<file path="src/rtl/mult_share_arb.sv">
`default_nettype none
// ============================================================================
// Module   : mult_share_arb
// Purpose  : Round-robin arbiter/sequencer sharing one free-running Booth
//            multiplier among NREQ requesters. It latches the winner's
//            operands, discards the first (possibly stale) done pulse,
//            returns the next product and times out a stalled multiplier.
// Revision : 1.0 - initial release
// ============================================================================
module mult_share_arb #(
  parameter int NREQ    = 4,
  parameter int WIDTH   = 8,
  parameter int TIMEOUT = 32
) (
  input  logic                    clk,
  input  logic                    rst_n,
  input  logic [NREQ-1:0]         req,
  input  logic [NREQ*WIDTH-1:0]   a_in,
  input  logic [NREQ*WIDTH-1:0]   b_in,
  output logic [NREQ-1:0]         gnt,
  output logic [NREQ-1:0]         rsp_valid,
  output logic [2*WIDTH-1:0]      rsp_data,
  output logic                    rsp_err,
  output logic                    busy,
  output logic [WIDTH-1:0]        mult_a,
  output logic [WIDTH-1:0]        mult_b,
  input  logic                    mult_done,
  input  logic [2*WIDTH-1:0]      mult_m
);

  localparam int C_PW = (NREQ > 1) ? $clog2(NREQ) : 1;
  localparam int C_TW = $clog2(TIMEOUT + 1);

  typedef enum logic [1:0] {
    IDLE = 2'd0,
    SYNC = 2'd1,
    RUN  = 2'd2
  } state_t;

  state_t              r_state, w_state_nxt;
  logic [C_PW-1:0]     r_ptr, w_ptr_nxt;
  logic [C_PW-1:0]     r_owner, w_owner_nxt;
  logic [C_TW-1:0]     r_tcnt, w_tcnt_nxt;
  logic [NREQ-1:0]     w_gnt_nxt, w_rsp_valid_nxt;
  logic [2*WIDTH-1:0]  w_rsp_data_nxt;
  logic                w_rsp_err_nxt;
  logic [WIDTH-1:0]    w_mult_a_nxt, w_mult_b_nxt;

  logic                w_found;
  logic [C_PW-1:0]     w_win;
  logic [C_PW:0]       w_sum;
  logic [C_PW-1:0]     w_idx;
  logic [C_PW-1:0]     w_owner_inc;
  logic                w_tmo;

  // Winner search: first requesting index at or after ptr, wrapping modulo NREQ
  always_comb begin
    w_found = 1'b0;
    w_win   = '0;
    w_sum   = '0;
    w_idx   = '0;
    for (int k = 0; k < NREQ; k++) begin
      w_sum = {1'b0, r_ptr} + (C_PW+1)'(k);
      if (w_sum >= (C_PW+1)'(NREQ)) begin
        w_sum = w_sum - (C_PW+1)'(NREQ);
      end
      w_idx = w_sum[C_PW-1:0];
      if (!w_found && req[w_idx]) begin
        w_found = 1'b1;
        w_win   = w_idx;
      end
    end
  end

  assign w_owner_inc = (r_owner == C_PW'(NREQ - 1)) ? '0 : r_owner + C_PW'(1);
  assign w_tmo       = (r_tcnt == C_TW'(TIMEOUT - 1));
  assign busy        = (r_state != IDLE);

  // Next-state and next-output decode; the first done after a grant is dropped
  always_comb begin
    w_state_nxt     = r_state;
    w_ptr_nxt       = r_ptr;
    w_owner_nxt     = r_owner;
    w_tcnt_nxt      = r_tcnt;
    w_gnt_nxt       = '0;
    w_rsp_valid_nxt = '0;
    w_rsp_data_nxt  = rsp_data;
    w_rsp_err_nxt   = rsp_err;
    w_mult_a_nxt    = mult_a;
    w_mult_b_nxt    = mult_b;
    case (r_state)
      IDLE: begin
        if (w_found) begin
          w_owner_nxt  = w_win;
          w_gnt_nxt    = NREQ'(1) << w_win;
          w_mult_a_nxt = a_in[w_win*WIDTH +: WIDTH];
          w_mult_b_nxt = b_in[w_win*WIDTH +: WIDTH];
          w_tcnt_nxt   = '0;
          w_state_nxt  = SYNC;
        end
      end
      SYNC: begin
        if (mult_done) begin
          w_tcnt_nxt  = '0;
          w_state_nxt = RUN;
        end else if (w_tmo) begin
          w_rsp_valid_nxt = NREQ'(1) << r_owner;
          w_rsp_err_nxt   = 1'b1;
          w_rsp_data_nxt  = '0;
          w_ptr_nxt       = w_owner_inc;
          w_state_nxt     = IDLE;
        end else begin
          w_tcnt_nxt = r_tcnt + C_TW'(1);
        end
      end
      RUN: begin
        if (mult_done) begin
          w_rsp_valid_nxt = NREQ'(1) << r_owner;
          w_rsp_err_nxt   = 1'b0;
          w_rsp_data_nxt  = mult_m;
          w_ptr_nxt       = w_owner_inc;
          w_state_nxt     = IDLE;
        end else if (w_tmo) begin
          w_rsp_valid_nxt = NREQ'(1) << r_owner;
          w_rsp_err_nxt   = 1'b1;
          w_rsp_data_nxt  = '0;
          w_ptr_nxt       = w_owner_inc;
          w_state_nxt     = IDLE;
        end else begin
          w_tcnt_nxt = r_tcnt + C_TW'(1);
        end
      end
      default: begin
        w_state_nxt = IDLE;
      end
    endcase
  end

  // State register
  always_ff @(posedge clk or negedge rst_n) begin
    if (!rst_n) begin
      r_state <= IDLE;
    end else begin
      r_state <= w_state_nxt;
    end
  end

  // Datapath and output registers
  always_ff @(posedge clk or negedge rst_n) begin
    if (!rst_n) begin
      r_ptr     <= '0;
      r_owner   <= '0;
      r_tcnt    <= '0;
      gnt       <= '0;
      rsp_valid <= '0;
      rsp_data  <= '0;
      rsp_err   <= 1'b0;
      mult_a    <= '0;
      mult_b    <= '0;
    end else begin
      r_ptr     <= w_ptr_nxt;
      r_owner   <= w_owner_nxt;
      r_tcnt    <= w_tcnt_nxt;
      gnt       <= w_gnt_nxt;
      rsp_valid <= w_rsp_valid_nxt;
      rsp_data  <= w_rsp_data_nxt;
      rsp_err   <= w_rsp_err_nxt;
      mult_a    <= w_mult_a_nxt;
      mult_b    <= w_mult_b_nxt;
    end
  end

endmodule
`default_nettype wire

</file>
<file path="config.mk">
export PLATFORM = sky130hd
export DESIGN_NAME = mult_share_arb
export DESIGN_NICKNAME = d
export VERILOG_FILES = /design/src/rtl/mult_share_arb.sv
export SDC_FILE = /design/constraint.sdc
export NUM_CORES = 1
export LEC_CHECK = 0
export CORE_MARGIN = 2
export CORE_UTILIZATION = 44
export CTS_CLUSTER_SIZE = 28
export DETAILED_ROUTE_END_ITERATION = 10
export HOLD_SLACK_MARGIN = 0.06
export PLACE_DENSITY = 0.86
export SYNTH_ARGS = -nofsm -noshare
export SYNTH_HDL_FRONTEND = slang
export SYNTH_SLANG_ARGS = --single-unit
</file>
<file path="constraint.sdc">
create_clock -name clk -period 4.9 [get_ports clk]
set_input_delay 1.225 -clock clk [delete_from_list [all_inputs] [get_ports clk]]
set_output_delay 1.225 -clock clk [all_outputs]
set_load 0.005 [all_outputs]
</file>
==> metrics.cfg, run 1 <==
[run_status]
status=finished clean

[final_layout]
seq_area_um2=1330
diodes=0
areaGrowthSynthToFinish_pct=52.2
nFillCells=460
layout.cells.non_filler=435
fin_util=0.691
drive_gt1_frac=0.0611
nets=455
multi_input_area_um2=1240

[detailed_routing]
met3_length_um=503
vias=2328
ant_nets=0
vias_per_cell=5.35
drt-met1-wl_mm=2.58
route.final.wire_length_mm=6.72
highest_layer=met4
dr.pass1.iters=4
drtIter0Drc=71
wire_per_inst_um=15.4
wl_met2_mm=3.54
route.detailed.drc=0

[timing]
hold_violations=0
fin_crit_sh=0.717
max_freq_mhz=285
whs_ps=495
drv_slew=0
slew-limit-headroom=0.308
rsz0062_at_grt=no
tightest_slew_ps=1030
skew_ps=8.90
period_minus_slack_ps=3510
setup_violations=0
finalSetupTns_ps=0

[power_and_ir_drop]
seqPwrFrac=0.354
p_leak_nw=1.84
power.net_switching_mw=0.714
p_total_mw=2.05
internal_power_mw=1.33
swShare=0.349
powerDensity_nw_per_um2=500
ir_drop_v=0.000274
clkPwrFrac=0.123
power_frac_comb=0.524

[yosys]
yosys.cell_types.count=40
syn-mean-instance-area_um2=11.4
syn_area_um2=2690
ys.flop_type=dfrtp_1
ys_seq_area_frac=0.493
netlist_instances=235
synth_nets=331
yosysWarnings=0
synthArstFlopShare=1.00
synth_edf_count=0
synth_seq_cells=53

[clock_network]
clock_sinks=53
cts_tree=yes
clockRootBuffer=clkbuf_8
htreeDepth=2
cts.reportedPaths.clkPinSlew_ps=90
clockBufferDepth=2
cts-hold-fix-buffers=0
post_cts_buffers=0
post_cts_resized=0
clk_latency_ps=300
cts_inserted_buffers=5

[setup_path]
ff2ff_path_depth=6
crit_arrival_ps=3660
worstPathRequired_ps=5050
end_kind=register
path_max_fanout=18
worstSetupPathType=input port to register
startpoint_type=input port

[die]
start_util=0.454
dieArea_um2=6750
core_um2=5920
fp.dieH_um=82.2
ioPinCount=129
dieWidth_um=82.2
rows=28

[placed_design]
port_buffers=128
hpwl_mm=5.17
place.gp.congestion=0.733
dp.cells=427

[global_routing]
grtUsageTotal=0.204
grt_first_pass_wirelength_mm=10.4
grt_pass1_vias=2264
grt_max_degree=54
antenna_found_initial=0
grt-ovfl-total=0

[hold_path]
hp-class=register to register
hold_path_depth=2

[flow_run]
maxCapViolCount=0

power groups by stage:
stage          combinational (mW)  clock, mW  sequential, mW
2_1_floorplan               0.587          0           0.728
3_3_place_gp                 1.05          0           0.725
3_5_place_dp                 1.08          0           0.731
4_1_cts                      1.08      0.257           0.724
5_1_grt                      1.17      0.278           0.744
6_report                     1.07      0.251           0.724
logic make-up after synthesis:
family / after synthesis / synth area share
compound gates: 61 / 0.178
simple gates: 54 / 0.106
flops: 53 / 0.493
mux: 35 / 0.132
buf+inv: 23 / 0.0493
fa+ha+maj: 9 / 0.0419
synth_stat cells, types with 5 or more instances:
cell type  instances  area share
a21oi_1            9       0.017
a22o_1            17       0.055
and2_1             5       0.012
dfrtp_1           53        0.49
ha_1               9       0.042
inv_1              8       0.011
mux2i_1           32        0.12
nand2_1           23       0.032
nor2_1             7      0.0098
nor2b_1            6       0.014
o21ai_1            5      0.0093
o221ai_1          16       0.052
cell usage in the layout, fill, tap and decap left out, types with 2 or more instances in the layout:
| cell | n |
|---|---|
| nand2_1 | 23 |
| nor2b_1 | 6 |
| ha_1 | 9 |
| inv_1 | 8 |
| buf_4 | 3 |
| a22o_1 | 17 |
| nand2_2 | 2 |
| mux2i_1 | 32 |
| nor2_1 | 7 |
| o221ai_1 | 16 |
| clkbuf_8 | 6 |
| o21ai_1 | 5 |
| o41ai_1 | 2 |
| mux2_1 | 2 |
| o21bai_1 | 2 |
| clkdlybuf4s50_1 | 127 |
| dfrtp_1 | 53 |
| a21oi_1 | 9 |
| and2_1 | 5 |
| nand2b_1 | 3 |
flip-flops by register name, indices dropped and copies added, names as in the netlist:
signal and flops:
rsp_data 16, r_tcnt 6, r_owner 2, rsp_err 1, gnt 4, mult_b 8, r_ptr 2, rsp_valid 4
mult_a 8, r_state 2
final timing paths:
check	start	end	slack (ps)
max	req[3]	mult_a[6]	1390
min	mult_b[6]	mult_b[6]	490
max reg2reg	r_state[0]	mult_a[6]	2700
min reg2reg	mult_b[6]	mult_b[6]	490
max in group asynchronous	rst_n	rsp_data[14]	3430
min in group asynchronous	rst_n	mult_a[5]	1030
critical path, stage by stage:
cell and delay [ps]:
clkdlybuf4s50_1 520, nor4_2 520, nand2b_1 330, buf_4 260
nand2b_1 550, o221ai_1 240
area by class of cell:
type	count	area share
Clock inverter	2	0.00336
Sequential cell	53	0.324
Timing Repair Buffer	131	0.317
Multi-Input combinational cell	159	0.304
Clock buffer	6	0.0202
Tap cell	75	0.0229
Inverter	9	0.00825
through the flow:
stage                     worst slack (ps)  instance area (um^2)
after floorplan                       2420                  2690
after global placement                1220                  4000
after detailed placement              1110                  4000
after CTS                             1430                  4090
after global routing                  1220                  4090
final                                 1390                  4090
per-layer routing:
| metal | track usage | vias to the layer above |
|---|---|---|
| met5 | 0 | - |
| met4 | 0.0683 | 0 |
| met3 | 0.0543 | 7 |
| met2 | 0.368 | 99 |
| met1 | 0.232 | 1115 |
| li1 | - | 1107 |
Note: power is estimated with default switching activity, not from simulation.
==> run 2, diff against run 1 <==
--- a/config.mk
+++ b/config.mk
@@ -6,11 +6,11 @@
 export NUM_CORES = 1
 export LEC_CHECK = 0
 export CORE_MARGIN = 2
-export CORE_UTILIZATION = 44
+export CORE_UTILIZATION = 37
 export CTS_CLUSTER_SIZE = 28
 export DETAILED_ROUTE_END_ITERATION = 10
 export HOLD_SLACK_MARGIN = 0.06
-export PLACE_DENSITY = 0.86
+export PLACE_DENSITY = 0.77
 export SYNTH_ARGS = -nofsm -noshare
 export SYNTH_HDL_FRONTEND = slang
 export SYNTH_SLANG_ARGS = --single-unit
==> constraint.sdc (replaced) <==
create_clock -name clk -period 3 [get_ports clk]
set_input_delay 0.75 -clock clk [delete_from_list [all_inputs] [get_ports clk]]
set_output_delay 0.75 -clock clk [all_outputs]
set_load 0.005 [all_outputs]
==> metrics.cfg, run 2 (synthesized netlist as in run 1, its figures left out) <==
[run_status]
status=finished clean

[detailed_routing]
vias_per_cell=4.98  ; -6.9%
wire_per_inst_um=14.0  ; -9.0%
route.detailed.drc=0  ; unchanged
drtIter0Drc=86  ; +21%
vias=2307  ; -0.90%
dr.pass1.iters=4  ; unchanged
route.final.wire_length_mm=6.51  ; -3.2%
ant_nets=0  ; unchanged

[power_and_ir_drop]
internal_power_mw=2.28  ; +71%
p_leak_nw=1.87  ; +1.7%
power.net_switching_mw=1.15  ; +61%
swShare=0.335  ; -0.0137
power_frac_comb=0.525  ; about the same
ir_drop_v=0.000303  ; +11%
clkPwrFrac=0.133  ; +0.010
seqPwrFrac=0.342  ; -0.012
powerDensity_nw_per_um2=821  ; +64%

[die]
ioPinCount=129  ; unchanged
dieWidth_um=89.2  ; +8.6%
fp.dieH_um=89.2  ; +8.6%
start_util=0.377  ; -0.0774
core_um2=7140  ; +21%
rows=31  ; +11%
dieArea_um2=7960  ; +18%

[hold_path]
hp-class=input port to asynchronous set/reset pin

[setup_path]
cpMostUsedCell=inv_1
worstSetupPathType=register to output port
end_kind=output port
worstPathRequired_ps=2250  ; -2800 ps
path_cells=inv_1 > ha_1 > inv_1 > clkdlybuf4s50_1
path_max_fanout=5  ; -13
critPathMaxStageDelay_ps=490  ; -60 ps
crit_arrival_ps=1620  ; -2040 ps
cp_slowest_cell=clkdlybuf4s50_1
crit_buf_inv=3  ; +1
crit_family=buffers and inverters
startpoint_type=register

[flow_run]
maxCapViolCount=0  ; unchanged

[clock_network]
post_cts_buffers=0  ; unchanged
cts.reportedPaths.clkPinSlew_ps=90  ; about the same
cts-hold-fix-buffers=0  ; unchanged
cts_tree=yes
cts_inserted_buffers=5  ; unchanged
post_cts_resized=0  ; unchanged
clk_latency_ps=300  ; about the same
clock_sinks=53  ; unchanged
htreeDepth=2  ; unchanged
clockRootBuffer=clkbuf_8
clockBufferDepth=2  ; unchanged

[final_layout]
diodes=0  ; unchanged
reg_top3=rsp_data (16), mult_a (8), mult_b (8)
fin_util=0.586  ; -0.106
largest_reg_flops=16  ; unchanged
regMostFlops=rsp_data
drive_gt1_frac=0.0714  ; +0.0103
mostFrequentLayoutCells=127 x clkdlybuf4s50_1, 53 x dfrtp_1, 32 x mux2i_1
final_common_cell=clkdlybuf4s50_1
areaGrowthSynthToFinish_pct=55.5
nets=460  ; +1.1%

[global_routing]
grt_pass1_vias=2211  ; -2.3%
grt-ovfl-total=0  ; unchanged
grt_max_degree=39  ; -28%
grtUsageTotal=0.165  ; -0.0389
grt_first_pass_wirelength_mm=10.2  ; -1.5%
antenna_found_initial=0  ; unchanged

[timing]
tightest_slew_ps=602  ; -431 ps
setup_violations=0  ; unchanged
hold_violations=0  ; unchanged
rsz0062_at_grt=no
finalSetupTns_ps=0  ; unchanged
drv_slew=0  ; unchanged
slew-limit-headroom=0.599  ; +0.291
max_freq_mhz=423
skew_ps=7.28  ; -1.62 ps
period_minus_slack_ps=2370
whs_ps=344  ; -151 ps
fin_crit_sh=0.789

[placed_design]
hpwl_mm=5.06  ; -2.2%
port_buffers=128  ; unchanged
place.gp.congestion=0.743  ; +1.3%

-- run 2: cell count changes in the layout (fill, tap and decap cells not counted), sizes merged --
| cell | delta |
|---|---|
| clkinv | -1 |
| bufinv | +1 |
| clkbuf | -1 |
| buf | +5 |
-- run 2: final timing paths --
kind / startpoint / endpoint / slack (ps) / depth (start not counted)
worst max-delay path: r_state[0] / busy / 630 / 4
worst min-delay path: rst_n / mult_b[7] / 340 / 1
worst max register to register: r_tcnt[0] / r_ptr[0] / 880 / 6
worst min register to register: mult_a[6] / mult_a[6] / 500 / 2
max in group asynchronous: rst_n / r_owner[0] / 1860 / 2
min in group clk: mult_a[6] / mult_a[6] / 500 / 2
-- run 2: power by group through the flow --
stage / combinational (mW) / clock [mW] / sequential, mW
after floorplan: 0.959 / 0 / 1.19
after global placement: 1.78 / 0 / 1.17
after detailed placement: 1.82 / 0 / 1.19
after CTS: 1.83 / 0.472 / 1.17
final: 1.80 / 0.457 / 1.17
after global routing: 1.99 / 0.499 / 1.21
-- run 2: worst register-to-register path, stage by stage, from the launching register on --
cell	delay, ps
dfrtp_1	380
ha_1	210
nand2_2	110
nor3_4	320
nor2_2	60
a211o_1	510
mux2_1	400
-- run 2: metal layers --
layer	up-vias	GRT usage	wire [um]
met1	1076	0.213	2600
met4	0	0.0502	106
met3	9	0.0572	605
met2	103	0.262	3200
li1	1119	-	-
met5	-	0	0
-- run 2: layout make-up --
cell class	instances	area, um^2
fill	623	2960
clock inverter	2	35.0
multi-input combinational	159	1240
clock buffer	5	68.8
tap	99	124
sequential	53	1330
timing repair buffer	136	1350
inverter	9	33.8
-- run 2: per-stage QoR --
stage	total power [mW]	cells	setup slack (ps)	area, um^2
2_1_floorplan	2.15	235	996	2690
3_3_place_gp	2.96	456	361	4080
3_5_place_dp	3.01	456	281	4080
4_1_cts	3.48	463	609	4180
5_1_grt	3.70	463	470	4180
6_report	3.43	463	634	4180
